--- config.mk ---
export PLATFORM = sky130hd
export DESIGN_NAME = mon_exp_seq_flat
export DESIGN_NICKNAME = d
export VERILOG_FILES = /design/src/rtl/mon_exp_seq_pkg.sv /design/src/rtl/mon_exp_seq_if.sv /design/src/rtl/mon_exp_seq.sv /design/src/flat_wrapper.sv
export SDC_FILE = /design/constraint.sdc
export NUM_CORES = 1
export LEC_CHECK = 0
export ABC_AREA = 1
export BUFFER_PORTS_ARGS = -buffer_cell sky130_fd_sc_hd__buf_4
export CAP_MARGIN = 25
export CORE_MARGIN = 4
export CORE_UTILIZATION = 35
export CTS_CLUSTER_SIZE = 14
export DETAILED_ROUTE_END_ITERATION = 10
export PLACE_DENSITY_LB_ADDON = 0.3
export SLEW_MARGIN = 20
export SYNTH_ARGS = -nofsm -noshare
export SYNTH_HDL_FRONTEND = slang
export SYNTH_SLANG_ARGS = --single-unit
export TNS_END_PERCENT = 50
--- constraint.sdc ---
create_clock -name clk -period 31.6 [get_ports clk]
set_input_delay 9.48 -clock clk [delete_from_list [all_inputs] [get_ports clk]]
set_output_delay 9.48 -clock clk [all_outputs]
set_load 0.005 [all_outputs]
--- src/rtl/mon_exp_seq_pkg.sv ---
// Shared op codes and state encodings for the Montgomery exponentiation sequencer.
package mon_pkg;

    localparam logic [1:0] OPXX = 2'd0;
    localparam logic [1:0] OPXM = 2'd1;
    localparam logic [1:0] OPX1 = 2'd2;
    localparam logic [1:0] OPXD = 2'd3;

    localparam logic [2:0] IDLE = 3'd0;
    localparam logic [2:0] SCAN = 3'd1;
    localparam logic [2:0] SQR  = 3'd2;
    localparam logic [2:0] MUL  = 3'd3;
    localparam logic [2:0] CONV = 3'd4;
    localparam logic [2:0] FIN  = 3'd5;

endpackage

--- src/rtl/mon_exp_seq_if.sv ---
// Handshake between the exponent sequencer (master) and the Montgomery product engine (slave).
interface mon_exp_seq_if;

    logic       mp_start;
    logic [1:0] mp_op;
    logic       mp_done;

    modport master (output mp_start, output mp_op, input mp_done);
    modport slave  (input mp_start, input mp_op, output mp_done);

endinterface

--- src/rtl/mon_exp_seq.sv ---
// Left-to-right square-and-multiply sequencer driving an external Montgomery product engine.
// Optional constant-time schedule: define MON_EXP_CONST_TIME_EN.
module mon_exp_seq
    import mon_pkg::*;
#(
    parameter int EBITS = 256,
    parameter int IBITS = $clog2(EBITS),
    parameter int CBITS = $clog2(2*EBITS+2)
) (
    input  logic             clk,
    input  logic             rst,
    input  logic             start,
    input  logic [EBITS-1:0] e,
    output logic             busy,
    output logic             done,
    output logic             zero_exp,
    output logic [CBITS-1:0] prod_cnt,
    mon_exp_seq_if.master    mp
);

    logic [2:0]       state_q, state_d;
    logic [EBITS-1:0] e_q, e_d;
    logic [IBITS-1:0] idx_q, idx_d;
    logic [CBITS-1:0] cnt_q, cnt_d, cnt_inc;
    logic             busy_q, busy_d;
    logic             done_q, done_d;
    logic             zero_q, zero_d;
    logic             mps_q, mps_d;
    logic [1:0]       op_q, op_d;
    logic             mpd_q;
    logic             rise;
    logic             bit_cur;
    logic             idx_zero;

`ifdef MON_EXP_CONST_TIME_EN
    logic             found_q, found_d;
    logic [IBITS-1:0] msb_q, msb_d;
    logic             scan_found;
    logic [IBITS-1:0] scan_msb;

    // Branch decision at idx 0 must include bit 0 itself, which is not yet recorded.
    assign scan_found = found_q | e_q[0];
    assign scan_msb   = found_q ? msb_q : '0;
`endif

    // An edge coinciding with our own launch pulse belongs to a stale op.
    assign rise     = mp.mp_done & ~mpd_q & ~mps_q;
    assign cnt_inc  = (&cnt_q) ? cnt_q : cnt_q + CBITS'(1);
    assign bit_cur  = e_q[idx_q];
    assign idx_zero = (idx_q == '0);

    always_comb begin
        state_d = state_q;
        e_d     = e_q;
        idx_d   = idx_q;
        cnt_d   = cnt_q;
        busy_d  = busy_q;
        done_d  = 1'b0;
        zero_d  = zero_q;
        mps_d   = 1'b0;
        op_d    = op_q;
`ifdef MON_EXP_CONST_TIME_EN
        found_d = found_q;
        msb_d   = msb_q;
`endif
        case (state_q)
            IDLE: begin
                if (start) begin
                    e_d     = e;
                    idx_d   = IBITS'(EBITS-1);
                    cnt_d   = '0;
                    zero_d  = 1'b0;
                    busy_d  = 1'b1;
                    state_d = SCAN;
`ifdef MON_EXP_CONST_TIME_EN
                    found_d = 1'b0;
                    msb_d   = '0;
`endif
                end
            end
            SCAN: begin
`ifdef MON_EXP_CONST_TIME_EN
                if (bit_cur && !found_q) begin
                    found_d = 1'b1;
                    msb_d   = idx_q;
                end
                if (!idx_zero) begin
                    idx_d = idx_q - IBITS'(1);
                end else if (!scan_found) begin
                    zero_d  = 1'b1;
                    state_d = FIN;
                end else if (scan_msb == '0) begin
                    mps_d   = 1'b1;
                    op_d    = OPX1;
                    cnt_d   = cnt_inc;
                    state_d = CONV;
                end else begin
                    idx_d   = scan_msb - IBITS'(1);
                    mps_d   = 1'b1;
                    op_d    = OPXX;
                    cnt_d   = cnt_inc;
                    state_d = SQR;
                end
`else
                if (bit_cur) begin
                    mps_d = 1'b1;
                    cnt_d = cnt_inc;
                    if (idx_zero) begin
                        op_d    = OPX1;
                        state_d = CONV;
                    end else begin
                        idx_d   = idx_q - IBITS'(1);
                        op_d    = OPXX;
                        state_d = SQR;
                    end
                end else if (idx_zero) begin
                    zero_d  = 1'b1;
                    state_d = FIN;
                end else begin
                    idx_d = idx_q - IBITS'(1);
                end
`endif
            end
            SQR: begin
                if (rise) begin
                    mps_d = 1'b1;
                    cnt_d = cnt_inc;
                    if (bit_cur) begin
                        op_d    = OPXM;
                        state_d = MUL;
`ifdef MON_EXP_CONST_TIME_EN
                    end else begin
                        op_d    = OPXD;
                        state_d = MUL;
                    end
`else
                    end else if (idx_zero) begin
                        op_d    = OPX1;
                        state_d = CONV;
                    end else begin
                        idx_d   = idx_q - IBITS'(1);
                        op_d    = OPXX;
                    end
`endif
                end
            end
            MUL: begin
                if (rise) begin
                    mps_d = 1'b1;
                    cnt_d = cnt_inc;
                    if (idx_zero) begin
                        op_d    = OPX1;
                        state_d = CONV;
                    end else begin
                        idx_d   = idx_q - IBITS'(1);
                        op_d    = OPXX;
                        state_d = SQR;
                    end
                end
            end
            CONV: begin
                if (rise) begin
                    state_d = FIN;
                end
            end
            FIN: begin
                done_d  = 1'b1;
                busy_d  = 1'b0;
                state_d = IDLE;
            end
            default: state_d = IDLE;
        endcase
    end

    always_ff @(posedge clk or posedge rst) begin
        if (rst) begin
            state_q <= IDLE;
            e_q     <= '0;
            idx_q   <= '0;
            cnt_q   <= '0;
            busy_q  <= 1'b0;
            done_q  <= 1'b0;
            zero_q  <= 1'b0;
            mps_q   <= 1'b0;
            op_q    <= OPXX;
            mpd_q   <= 1'b0;
`ifdef MON_EXP_CONST_TIME_EN
            found_q <= 1'b0;
            msb_q   <= '0;
`endif
        end else begin
            state_q <= state_d;
            e_q     <= e_d;
            idx_q   <= idx_d;
            cnt_q   <= cnt_d;
            busy_q  <= busy_d;
            done_q  <= done_d;
            zero_q  <= zero_d;
            mps_q   <= mps_d;
            op_q    <= op_d;
            mpd_q   <= mp.mp_done;
`ifdef MON_EXP_CONST_TIME_EN
            found_q <= found_d;
            msb_q   <= msb_d;
`endif
        end
    end

    assign busy        = busy_q;
    assign done        = done_q;
    assign zero_exp    = zero_q;
    assign prod_cnt    = cnt_q;
    assign mp.mp_start = mps_q;
    assign mp.mp_op    = op_q;

endmodule
--- src/flat_wrapper.sv ---
// flat-port wrapper written by rule: the top's interface ports become plain ports
module mon_exp_seq_flat import mon_pkg::*;
#(
    parameter int EBITS = 256,
    parameter int IBITS = $clog2(EBITS),
    parameter int CBITS = $clog2(2*EBITS+2)
)
  (clk, rst, start, e, busy, done, zero_exp, prod_cnt, mp_mp_start, mp_mp_op, mp_mp_done);
  mon_exp_seq_if mp_i ();
  input  logic clk;
  input  logic rst;
  input  logic start;
  input  logic [EBITS-1:0] e;
  output logic busy;
  output logic done;
  output logic zero_exp;
  output logic [CBITS-1:0] prod_cnt;
  output wire logic [$bits(mp_i.mp_start)-1:0] mp_mp_start;
  output wire logic [$bits(mp_i.mp_op)-1:0] mp_mp_op;
  input wire logic [$bits(mp_i.mp_done)-1:0] mp_mp_done;
  assign mp_mp_start = mp_i.mp_start;
  assign mp_mp_op = mp_i.mp_op;
  assign mp_i.mp_done = mp_mp_done;
  mon_exp_seq #(.EBITS(EBITS), .IBITS(IBITS), .CBITS(CBITS)) u_core (.clk(clk), .rst(rst), .start(start), .e(e), .busy(busy), .done(done), .zero_exp(zero_exp), .prod_cnt(prod_cnt), .mp(mp_i));
endmodule
# After elaboration in Yosys (flattened, before gate mapping)

Cells that the tools add are included.

Muxes and demuxes: 39
Reductions and logical operators: 16
Eq/ne operators: 16
$add $sub $neg: 2
Bitwise logic cells: 4
Magnitude comparators: 1

Operators with widths:

| cell                                                        | count |
|---|---|
| two-way mux 10 bit                                          | 4 |
| two-way mux 8 bit                                           | 5 |
| case mux 8 bit (4 select lines)                             | 1 |
| case mux 10 bit (3 select lines)                            | 1 |
| two-way mux 3 bit                                           | 9 |
| case mux 3 bit (5 select lines)                             | 1 |
| != test 2 x 1 -> 1 bit (second input constant)              | 6 |
| AND reduction 4 bit                                         | 3 |
| adder 10 x 1 -> 10 bit (second input constant)              | 1 |
| two-way mux 2 bit                                           | 5 |
| AND reduction 10 bit                                        | 1 |
| less-than comparator 8 x 9 -> 1 bit (second input constant) | 1 |
| binary-select mux 1 bit (select 8 bit)                      | 1 |
| logical NOT 8 bit                                           | 1 |
| two-way mux 1 bit                                           | 8 |
| subtractor 8 x 1 -> 8 bit (second input constant)           | 1 |
| equality test 3 x 2 -> 1 bit (second input constant)        | 2 |
| equality test 3 bit (second input constant)                 | 2 |
| != test 2 bit (second input constant)                       | 3 |
| != test 3 x 1 -> 1 bit (second input constant)              | 2 |
| case mux 1 bit (2 select lines)                             | 3 |
| case mux 2 bit (3 select lines)                             | 1 |
| AND reduction 6 bit                                         | 1 |
| nonzero test 3 bit                                          | 2 |
| 9 further kinds                                             | 13 |

Logic and storage cells: 88
Register bits after elaboration: 284
Input port bits: 260
Output and inout port bits: 16

# Longest topological paths before layout

Gate-level depths: netlist of run 1.

Word-level depth: 5
Depth in mapped cells: 20

# Worst setup path after synthesis of run 1

OpenSTA, ideal clock, no wires.

Kind: input to register
Start point: in start
End point: reg u_core.e_q[10]
Path buffers: 2
Stages on the path: 4
Slack: 20.929 ns
Arrival: 10.547 ns
Cells stage by stage: nand2_1 > clkbuf_1 > clkbuf_1 > mux2_2

Cells in the longest elaborated chain, start to end: 1

Ends and longest elaborated chain:

| element                              | line               | RTL |
|---|---|---|
| start: declaration                   | flat_wrapper.sv:12 | `input logic start;` |
| AND reduction 2 bit (no source line) | n/a                |  |
| end signal: assignment               | mon_exp_seq.sv:178 | `e_q <= '0;` |
| end signal: assignment               | mon_exp_seq.sv:193 | `e_q <= e_d;` |
| end: declaration                     | mon_exp_seq.sv:22  | `logic [EBITS-1:0] e_q, e_d;` |

Every way passes these cells.
A chain may end at the register's enable or synchronous reset.

# Worst setup path in the final report of run 1

Start point: in start
End point: reg u_core.e_q[50]

Same word-level chain as after synthesis.

==> results.yml, run 1 <==
power:
  combPwrFrac_pct: 40.8
  vdd_drop_max_mv: 0.0482
  p_leak_nw: 8.38
  p_sw_share_pct: 38.6
  pwr-share-seq_pct: 36.9
  power_frac_clock_pct: 22.3
  internal_power_w: 0.00109
  powerDensity_nw_per_um2: 102
  p_sw_w: 0.000686
synth:
  yosysSeqAreaShare_pct: 51.3
  synthTopCellsByArea: "dfrtp_1 (51%), mux2_2 (16%), nand2_1 (9.0%)"
  synth_most_common_cell: "nand2_1"
  ys.warnings.count: 0
  synthMuxAreaShare_pct: 15.9
  yosysTopAreaCell: "dfrtp_1"
  synth_flop_cell: "dfrtp_1"
  syn_avg_cell_area_sq_um: 9.27
  synth-compound-area-share_pct: 4.81
  synth.distinct_cells: 32
  synth_top_family_by_area: "simple AND/OR/NAND/NOR gates"
  yosysTopAreaCellShare_pct: 51.3
  synth_edf_count: 0
  synth_seq_cells: 284
  synthArstFlopShare_pct: 100
  synthSimpleGateAreaFrac_pct: 20.9
  syn_inst: 1493
  syn-num-nets: 1756
  synth_fa_ha_area_share_pct: 0.271
  synth_xor_area_share_pct: 0.569
  synth_top_cells_by_count: "nand2_1 (331), dfrtp_1 (284), nand3_1 (196)"
  synth.cell_area_sq_um: 13800
floorplan:
  die_w_um: 207
  initial_core_util_pct: 35.6
  core_area_sq_um: 38900
  rows: 72
  ios: 276
  dieArea_sq_um: 42800
  die_height_um: 207
status:
  outcome: "complete, no violations"
drt:
  postRouteAntennaNets: 0
  detailedRoute.firstIterationViolations: 661
  viasPerCell: 4.83
  drc: 0
  drtPass1Iterations: 5
  wl_mm: 39.9
  via_count: 10966
  routedWlPerCell_um: 17.6
global_routing:
  grt_overflow_total: 0
  grt_start_max_net_pins: 133
  antenna_found_initial: 1
  first_global_vias: 11187
  grt_first_pass_wirelength_mm: 61.6
  grt_usage_pct: 18.4
critical_path:
  r2r_end: "u_core.prod_cnt[0]"
  worstPathMaxFanout: 92
  worst-setup-path-type: "in -> reg"
  cp_slowest_stage_delay_ns: 0.88
  required_ns: 32.00
  r2r_slack_ns: 27.23
  path_delay_family: "buffers and inverters"
  reg2regPathDepth: 15
  worstPathCellList: "buf_4 > nand2_4 > buf_4 > buf_4 > mux2_2"
  rr_startpoint: "u_core.idx_q[0]"
  cp-start-kind: "input pin"
  path_common_cell: "buf_4"
  critPathCaptureType: "flip-flop"
  critPathBufInv: 3
  arrival_ns: 12.51
  crit_slowest_cell: "buf_4"
clock_network:
  root_buffer: "clkbuf_16"
  htreeDepth: 2
  insertion_delay_ns: 0.53
  clockBufferDepth: 3
  cts_setup_buffers: 0
  path_clk_slew_ns: 0.06
  ctsHoldBuffers: 0
  cts_sinks: 284
  cts_resized: 0
  cts_inserted_buffers: 34
  cts_tree: "done"
run:
  maxCapViolations: 0
cells_and_area:
  multiInputGateArea_sq_um: 5880
  layout.nets: 1988
  synthToLayoutAreaGrowth_pct: 25.4
  nFillCells: 3825
  drive_above_1_share_pct: 32.1
  seqCellArea_sq_um: 7120
sta:
  max_freq_mhz: 82.6
  setup_tns_ns: 0
  worst_slew_pin_slew_ns: 1.03
  hold_viol: 0
  slew_violations: 0
  timing.hold.ws_ns: 0.501
  skew_ns: 0.0228
  slew_headroom_pct: 31.0
  fin_crit_sh_pct: 38.3
  setup_ws_ns: 19.49
  period_needed_ns: 12.11
  setup_viol: 0
  rsz0062_at_grt: "no"
min_path:
  hold_depth: 1
  hold_path_class: "reg -> reg"
  hold_start: "u_core.e_q[99]"
  hold_path_end: "u_core.e_q[99]"
placed_design:
  port_buffers: 275
  post-dp-hpwl_mm: 26.6
  place_congestion: 0.774
  dpl_worst_slack_ns: 18.91
==> layer usage <==
layer  global-route usage (%)  wire length [um]  vias to the layer above
met5                        0                 0                        -
met4                     4.98               736                        0
met3                     5.09              2680                       38
met2                     30.5             19200                      241
met1                     23.9             17300                     5299
li1                         -                 -                     5388
==> layout by cell type (no fill, tap or decap), types with 2 or more instances in the layout <==
master	Yosys	final
o21ai_1	11	11
nor3_1	8	8
nand2_4	2	3
clkbuf_8	0	5
dfrtp_4	0	2
nand3_1	196	196
xor2_1	8	8
clkinvlp_4	0	2
o21ai_0	25	25
inv_1	96	94
o21ai_2	11	11
clkinv_2	0	7
buf_4	0	285
buf_16	0	2
o211ai_1	4	4
a21oi_1	67	67
mux2_2	195	195
bufinv_16	0	3
nor2_1	144	144
ha_1	3	3
clkbuf_1	33	9
nand2_1	331	330
dfrtp_1	284	281
inv_2	2	2
nand3_2	2	2
clkbuf_16	0	35
nand4_1	2	2
==> how the worst max path moves through the flow <==
stage,startpoint,end,slack (ns),cells after the start
global placement,start,u_core.e_q[52],18.94,5
detailed placement,start,u_core.e_q[5],18.91,5
floorplan,rst,u_core.busy,14.28,1
CTS,start,u_core.e_q[231],19.50,5
global route,start,u_core.e_q[50],19.27,5
finish,start,u_core.e_q[50],19.49,5
==> cells by family (layout without fill, tap and decap cells) <==
family	Yosys count	in the layout
other cells	0	1
simple gates	690	690
mux	195	195
xor+xnor	9	9
fa+ha+maj	3	3
compound gates	121	121
buf+inv	191	448
flops	284	284
==> through the flow <==
stage / power [W] / utilization [%] / instances / instance area, sq um
3_5_place_dp: 0.00140 / 41.6 / 2205 / 16200
5_1_grt: 0.00192 / 44.6 / 2268 / 17400
4_1_cts: 0.00181 / 44.5 / 2266 / 17300
3_3_place_gp: 0.00138 / 41.5 / 2204 / 16200
2_1_floorplan: 0.00120 / - / 1493 / 13800
6_report: 0.00178 / 44.6 / 2269 / 17400
==> area by class of cell <==
type | instances | share of cell area, %
Antenna cell | 1 | 0.0144
Clock buffer | 49 | 5.63
Clock inverter | 12 | 0.829
Inverter | 99 | 2.20
Multi-Input combinational cell | 1018 | 33.9
Sequential cell | 284 | 41.0
Tap cell | 518 | 3.73
Timing Repair Buffer | 288 | 12.8
==> registers in the layout, summed over array words and instances, names as in the netlist <==
name / flops
u_core.prod_cnt: 10
u_core.mp.mp_op: 2
u_core.state_q: 3
u_core.done: 1
u_core.busy: 1
u_core.mpd_q: 1
u_core.zero_exp: 1
u_core.mp.mp_start: 1
u_core.idx_q: 8
u_core.e_q: 256
==> power groups by stage <==
stage / clock (W) / sequential (W) / combinational (W)
floorplan: 0 / 0.000602 / 0.000597
global placement: 0 / 0.000655 / 0.000721
detailed placement: 0 / 0.000663 / 0.000736
CTS: 0.000410 / 0.000657 / 0.000740
global route: 0.000421 / 0.000677 / 0.000826
finish: 0.000396 / 0.000656 / 0.000725
Power figures use the tool's default switching activity.
==> inputs of run 2 (changes only) <==
- clock period: 31.6 -> 11.5 ns (I/O delays scaled with it)
==> run 2 against run 1 <==
Sequential share of layout area increased by 0.21 points. Critical endpoint is now u_core.e_q[54]. Routed wire length decreased by 1.7%. Global-route usage decreased by 0.13 points. Die area unchanged. Sequential power increased to 2.7 times the previous value. Clock skew increased by 0.0013 ns. Non-clock buffer count decreased by 5. Final area decreased by 0.51%. Highest routed layer unchanged. Core utilization decreased by 0.23 points. Sequential cell count unchanged. Worst setup slack got worse by 13 ns. Combinational power increased to 2.7 times the previous value.
==> results.yml, run 2 (synthesis results as in run 1) <==
status:
  outcome: "complete, no violations"
critical_path:
  crit_slowest_cell: "buf_4"
  worstPathMaxFanout: 78
  startpoint: "start"
  r2r_slack_ns: 7.18
  path_common_cell: "buf_4"
  path_delay_family: "buffers and inverters"
  reg2regPathDepth: 15
  cp.depth: 4
  arrival_ns: 5.59
  cp_slowest_stage_delay_ns: 0.88
  cp-start-kind: "input pin"
  critPathBufInv: 2
  worstPathCellList: "buf_4 > nand2_4 > buf_4 > mux2_2"
  required_ns: 11.91
  critPathCaptureType: "flip-flop"
  r2r_end: "u_core.prod_cnt[1]"
  worst-setup-path-type: "in -> reg"
  rr_startpoint: "u_core.idx_q[0]"
floorplan:
  initial_core_util_pct: 35.6
  core_area_sq_um: 38900
  dieArea_sq_um: 42800
  ios: 276
  die_w_um: 207
  die_height_um: 207
  rows: 72
sta:
  period_needed_ns: 5.19
  max_freq_mhz: 193
  skew_ns: 0.0241
  slew_violations: 0
  setup_tns_ns: 0
  worst_slew_pin_slew_ns: 0.992
  slew_headroom_pct: 33.9
  fin_crit_sh_pct: 45.1
  hold_viol: 0
  rsz0062_at_grt: "no"
  timing.hold.ws_ns: 0.496
  setup_viol: 0
  setup_ws_ns: 6.31
cells_and_area:
  layout_common_cells: "nand2_1 (330), buf_4 (281), dfrtp_1 (281)"
  drive_above_1_share_pct: 31.8
  largest_register_ffs: 256
  multiInputGateArea_sq_um: 5880
  fin_area_sq_um: 17300
  seqCellArea_sq_um: 7120
  synthToLayoutAreaGrowth_pct: 24.8
  layout.nets: 1983
  nFillCells: 3839
  largest_register: "u_core.e_q"
  final_common_cell: "nand2_1"
global_routing:
  antenna_found_initial: 1
  grt_overflow_total: 0
  grt_usage_pct: 18.3
  grt_start_max_net_pins: 177
  grt_first_pass_wirelength_mm: 61.5
  first_global_vias: 11225
min_path:
  hold_path_class: "reg -> reg"
  hold_depth: 1
  hold_path_end: "u_core.mp.mp_op[0]"
  hold_start: "u_core.mp.mp_op[0]"
power:
  powerDensity_nw_per_um2: 281
  vdd_drop_max_mv: 0.200
  p_leak_nw: 8.34
placed_design:
  dpl_worst_slack_ns: 5.77
  post-dp-hpwl_mm: 25.8
  place_congestion: 0.786
  placed_cell_area_sq_um: 16200
  port_buffers: 275
clock_network:
  cts_setup_buffers: 0
  root_buffer: "clkbuf_16"
  cts_sinks: 284
  cts_resized: 0
  ctsHoldBuffers: 0
  cts_inserted_buffers: 34
  cts_tree: "done"
  insertion_delay_ns: 0.53
  clockBufferDepth: 3
  htreeDepth: 2
  path_clk_slew_ns: 0.06
drt:
  detailedRoute.firstIterationViolations: 592
  wl_mm: 39.3
  via_count: 10968
  drtPass1Iterations: 4
  drc: 0
  postRouteAntennaNets: 0
  routedWlPerCell_um: 17.4
  viasPerCell: 4.86
run:
  maxCapViolations: 0
run 2: cell count changes in the layout (fill, tap and decap cells not counted), sizes merged:
cell / change
buf: -5
clkinvlp: -2
bufinv: -2
clkinv: -4
clkbuf: +3
run 2: how the worst max path moves through the flow:
stage	to	slack, ns
2_1_floorplan	u_core.busy	0.21
3_3_place_gp	u_core.e_q[228]	5.79
3_5_place_dp	u_core.e_q[54]	5.77
4_1_cts	u_core.e_q[63]	6.34
5_1_grt	u_core.e_q[233]	6.20
6_report	u_core.e_q[54]	6.31
run 2: stage by stage:
step,instances,power (W),util [%]
2_1_floorplan,1493,0.00330,-
3_3_place_gp,2202,0.00378,41.6
3_5_place_dp,2202,0.00384,41.6
4_1_cts,2258,0.00492,44.4
5_1_grt,2258,0.00525,44.4
6_report,2259,0.00485,44.4
run 2: cell type report:
class	count	share of cell area, %
antenna	1	0.0145
clock buffer	52	6.08
clock inverter	4	0.282
inverter	99	2.22
multi-input combinational	1018	34.0
sequential	284	41.2
tap	518	3.75
timing repair buffer	283	12.4
run 2: power by group:
| part | switching (W) | internal, W | leakage [nW] |
|---|---|---|---|
| Sequential | 0.000310 | 0.00148 | 3.30 |
| Clock | 0.000414 | 0.000647 | 0.544 |
| Combinational | 0.00114 | 0.000852 | 4.50 |
| Total | 0.00186 | 0.00298 | 8.34 |
run 2: metal layers:
layer / GRT usage [%] / part of all wire, %
met1: 24.3 / 43
met2: 29.7 / 47
met3: 4.72 / 7.3
met4: 5.15 / 1.9
met5: 0 / 0
==> inputs of run 3 (changes only) <==
- clock period: 11.5 -> 4.55 ns (I/O delays scaled with it)
==> run 3 against run 2 <==
Critical path depth up 11. Cell count is 0.93% higher. Non-clock buffer count increased by 15. Critical endpoint is now u_core.prod_cnt[2]. Highest routed layer is now met5. Sequential cell count unchanged. Final area up 1.9%. Register-to-register slack worse by 6.3 ns. Via count up 1.6%. Die area stayed put. Worst setup slack got worse by 5.4 ns.
==> results.yml, run 3 (synthesis results as in run 1) <==
min_path:
  hold_path_end: "u_core.zero_exp"
  hold_start: "u_core.zero_exp"
  hold_depth: 2
  hold_path_class: "reg -> reg"
critical_path:
  worstPathMaxFanout: 53
  r2r_end: "u_core.prod_cnt[2]"
  critPathCaptureType: "flip-flop"
  r2r_slack_ns: 0.91
  arrival_ns: 4.08
  worst-setup-path-type: "reg -> reg"
  cp-start-kind: "flip-flop"
  rr_startpoint: "u_core.idx_q[0]"
  reg2regPathDepth: 15
  required_ns: 4.99
sta:
  max_freq_mhz: 275
  fin_crit_sh_pct: 80.0
  hold_viol: 0
  worst_slew_pin_slew_ns: 0.974
  setup_viol: 0
  slew_headroom_pct: 35.0
  rsz0062_at_grt: "no"
  timing.hold.ws_ns: 0.495
  skew_ns: 0.0101
  period_needed_ns: 3.64
  slew_violations: 0
global_routing:
  grt_overflow_total: 0
  first_global_vias: 11077
  grt_start_max_net_pins: 96
  met1_usage_pct: 25.6
  met2_usage_pct: 30.4
  top_usage_layer: "met2"
  grt_use_met3_pct: 3.94
  antenna_found_initial: 3
  grt_usage_pct: 18.7
  grt_first_pass_wirelength_mm: 62.5
cells_and_area:
  layout.nets: 1999
  largest_register: "u_core.e_q"
  fin_area_sq_um: 17600
  multiInputGateArea_sq_um: 5880
  nFillCells: 3823
  postLayoutCoreUtil_pct: 45.2
  layout_common_cells: "nand2_1 (330), buf_4 (289), dfrtp_1 (281)"
  drive_above_1_share_pct: 32.6
  seqCellArea_sq_um: 7120
  synthToLayoutAreaGrowth_pct: 27.1
  largest_register_ffs: 256
  final_common_cell: "nand2_1"
placed_design:
  port_buffers: 275
  post-dp-hpwl_mm: 28.1
  placed_cell_area_sq_um: 16400
  place_congestion: 0.835
power:
  vdd_drop_max_mv: 0.291
  p_leak_nw: 8.51
  powerDensity_nw_per_um2: 721
  design_power_total_w: 0.0127
floorplan:
  core_area_sq_um: 38900
  rows: 72
  dieArea_sq_um: 42800
  die_height_um: 207
  ios: 276
  initial_core_util_pct: 35.6
  die_w_um: 207
clock_network:
  cts_setup_buffers: 0
  cts_inserted_buffers: 35
  path_clk_slew_ns: 0.06
  ctsHoldBuffers: 0
  htreeDepth: 2
  insertion_delay_ns: 0.52
  cts_sinks: 284
  cts_tree: "done"
  cts_resized: 0
  root_buffer: "clkbuf_16"
  clockBufferDepth: 3
drt:
  drc: 0
  viasPerCell: 4.89
  drtPass1Iterations: 5
  routedWlPerCell_um: 17.8
  detailedRoute.firstIterationViolations: 783
  postRouteAntennaNets: 0
  via_count: 11143
  wl_mm: 40.7
status:
  outcome: "complete, no violations"
run:
  maxCapViolations: 0
-- run 3: worst max path at each step --
stage                                from            endpoint  slack (ns)  cells past startpoint
final                     u_core.idx_q[0]  u_core.prod_cnt[2]        0.91                     15
after global routing      u_core.idx_q[0]  u_core.prod_cnt[1]        0.52                     15
after CTS                 u_core.idx_q[0]  u_core.prod_cnt[2]        0.89                     15
after detailed placement  u_core.idx_q[0]  u_core.prod_cnt[2]        0.89                     15
after global placement    u_core.idx_q[0]  u_core.prod_cnt[4]        0.92                     15
after floorplan                       rst         u_core.busy       -0.58                      1
-- run 3: final cells by class --
type | instances | share of cell area, %
repair buffers | 298 | 13.3
diodes | 1 | 0.0142
flip-flops and latches | 284 | 40.4
multi-input cells | 1018 | 33.4
inverters | 99 | 2.15
well taps | 518 | 3.68
clock inverters | 11 | 1.04
clock buffers | 51 | 5.96
-- run 3: layer usage --
layer / vias to the layer above / share of wire [%]
met5: - / 0.084
met4: 4 / 2.1
met3: 53 / 6.1
met2: 296 / 47
met1: 5404 / 44
li1: 5386 / -
-- run 3: power by group --
| part | internal (W) | switching [W] |
|---|---|---|
| logic | 0.00223 | 0.00304 |
| registers | 0.00376 | 0.000712 |
| clock network | 0.00188 | 0.00108 |
-- run 3: through the flow --
stage          worst slack (ns)  std cells  TNS (ns)
6_report                  0.912       2280         0
5_1_grt                   0.525       2279         0
4_1_cts                   0.886       2279         0
3_5_place_dp              0.891       2217         0
3_3_place_gp              0.923       2217         0
2_1_floorplan            -0.578       1493   -164.23
-- run 3: critical path: stages, from the launching register on --
cell,delay (ns)
dfrtp_4,0.69
inv_4,0.33
buf_4,0.37
nand2_1,0.11
nand3_1,0.07
nand3_1,0.11
nand2_1,0.15
nand2_1,0.10
nand3_1,0.08
nand3_1,0.10
nand3_1,0.10
nand3_2,0.14
nand2_2,0.11
o21ai_2,0.77
nand2_1,0.18
o21ai_2,0.11
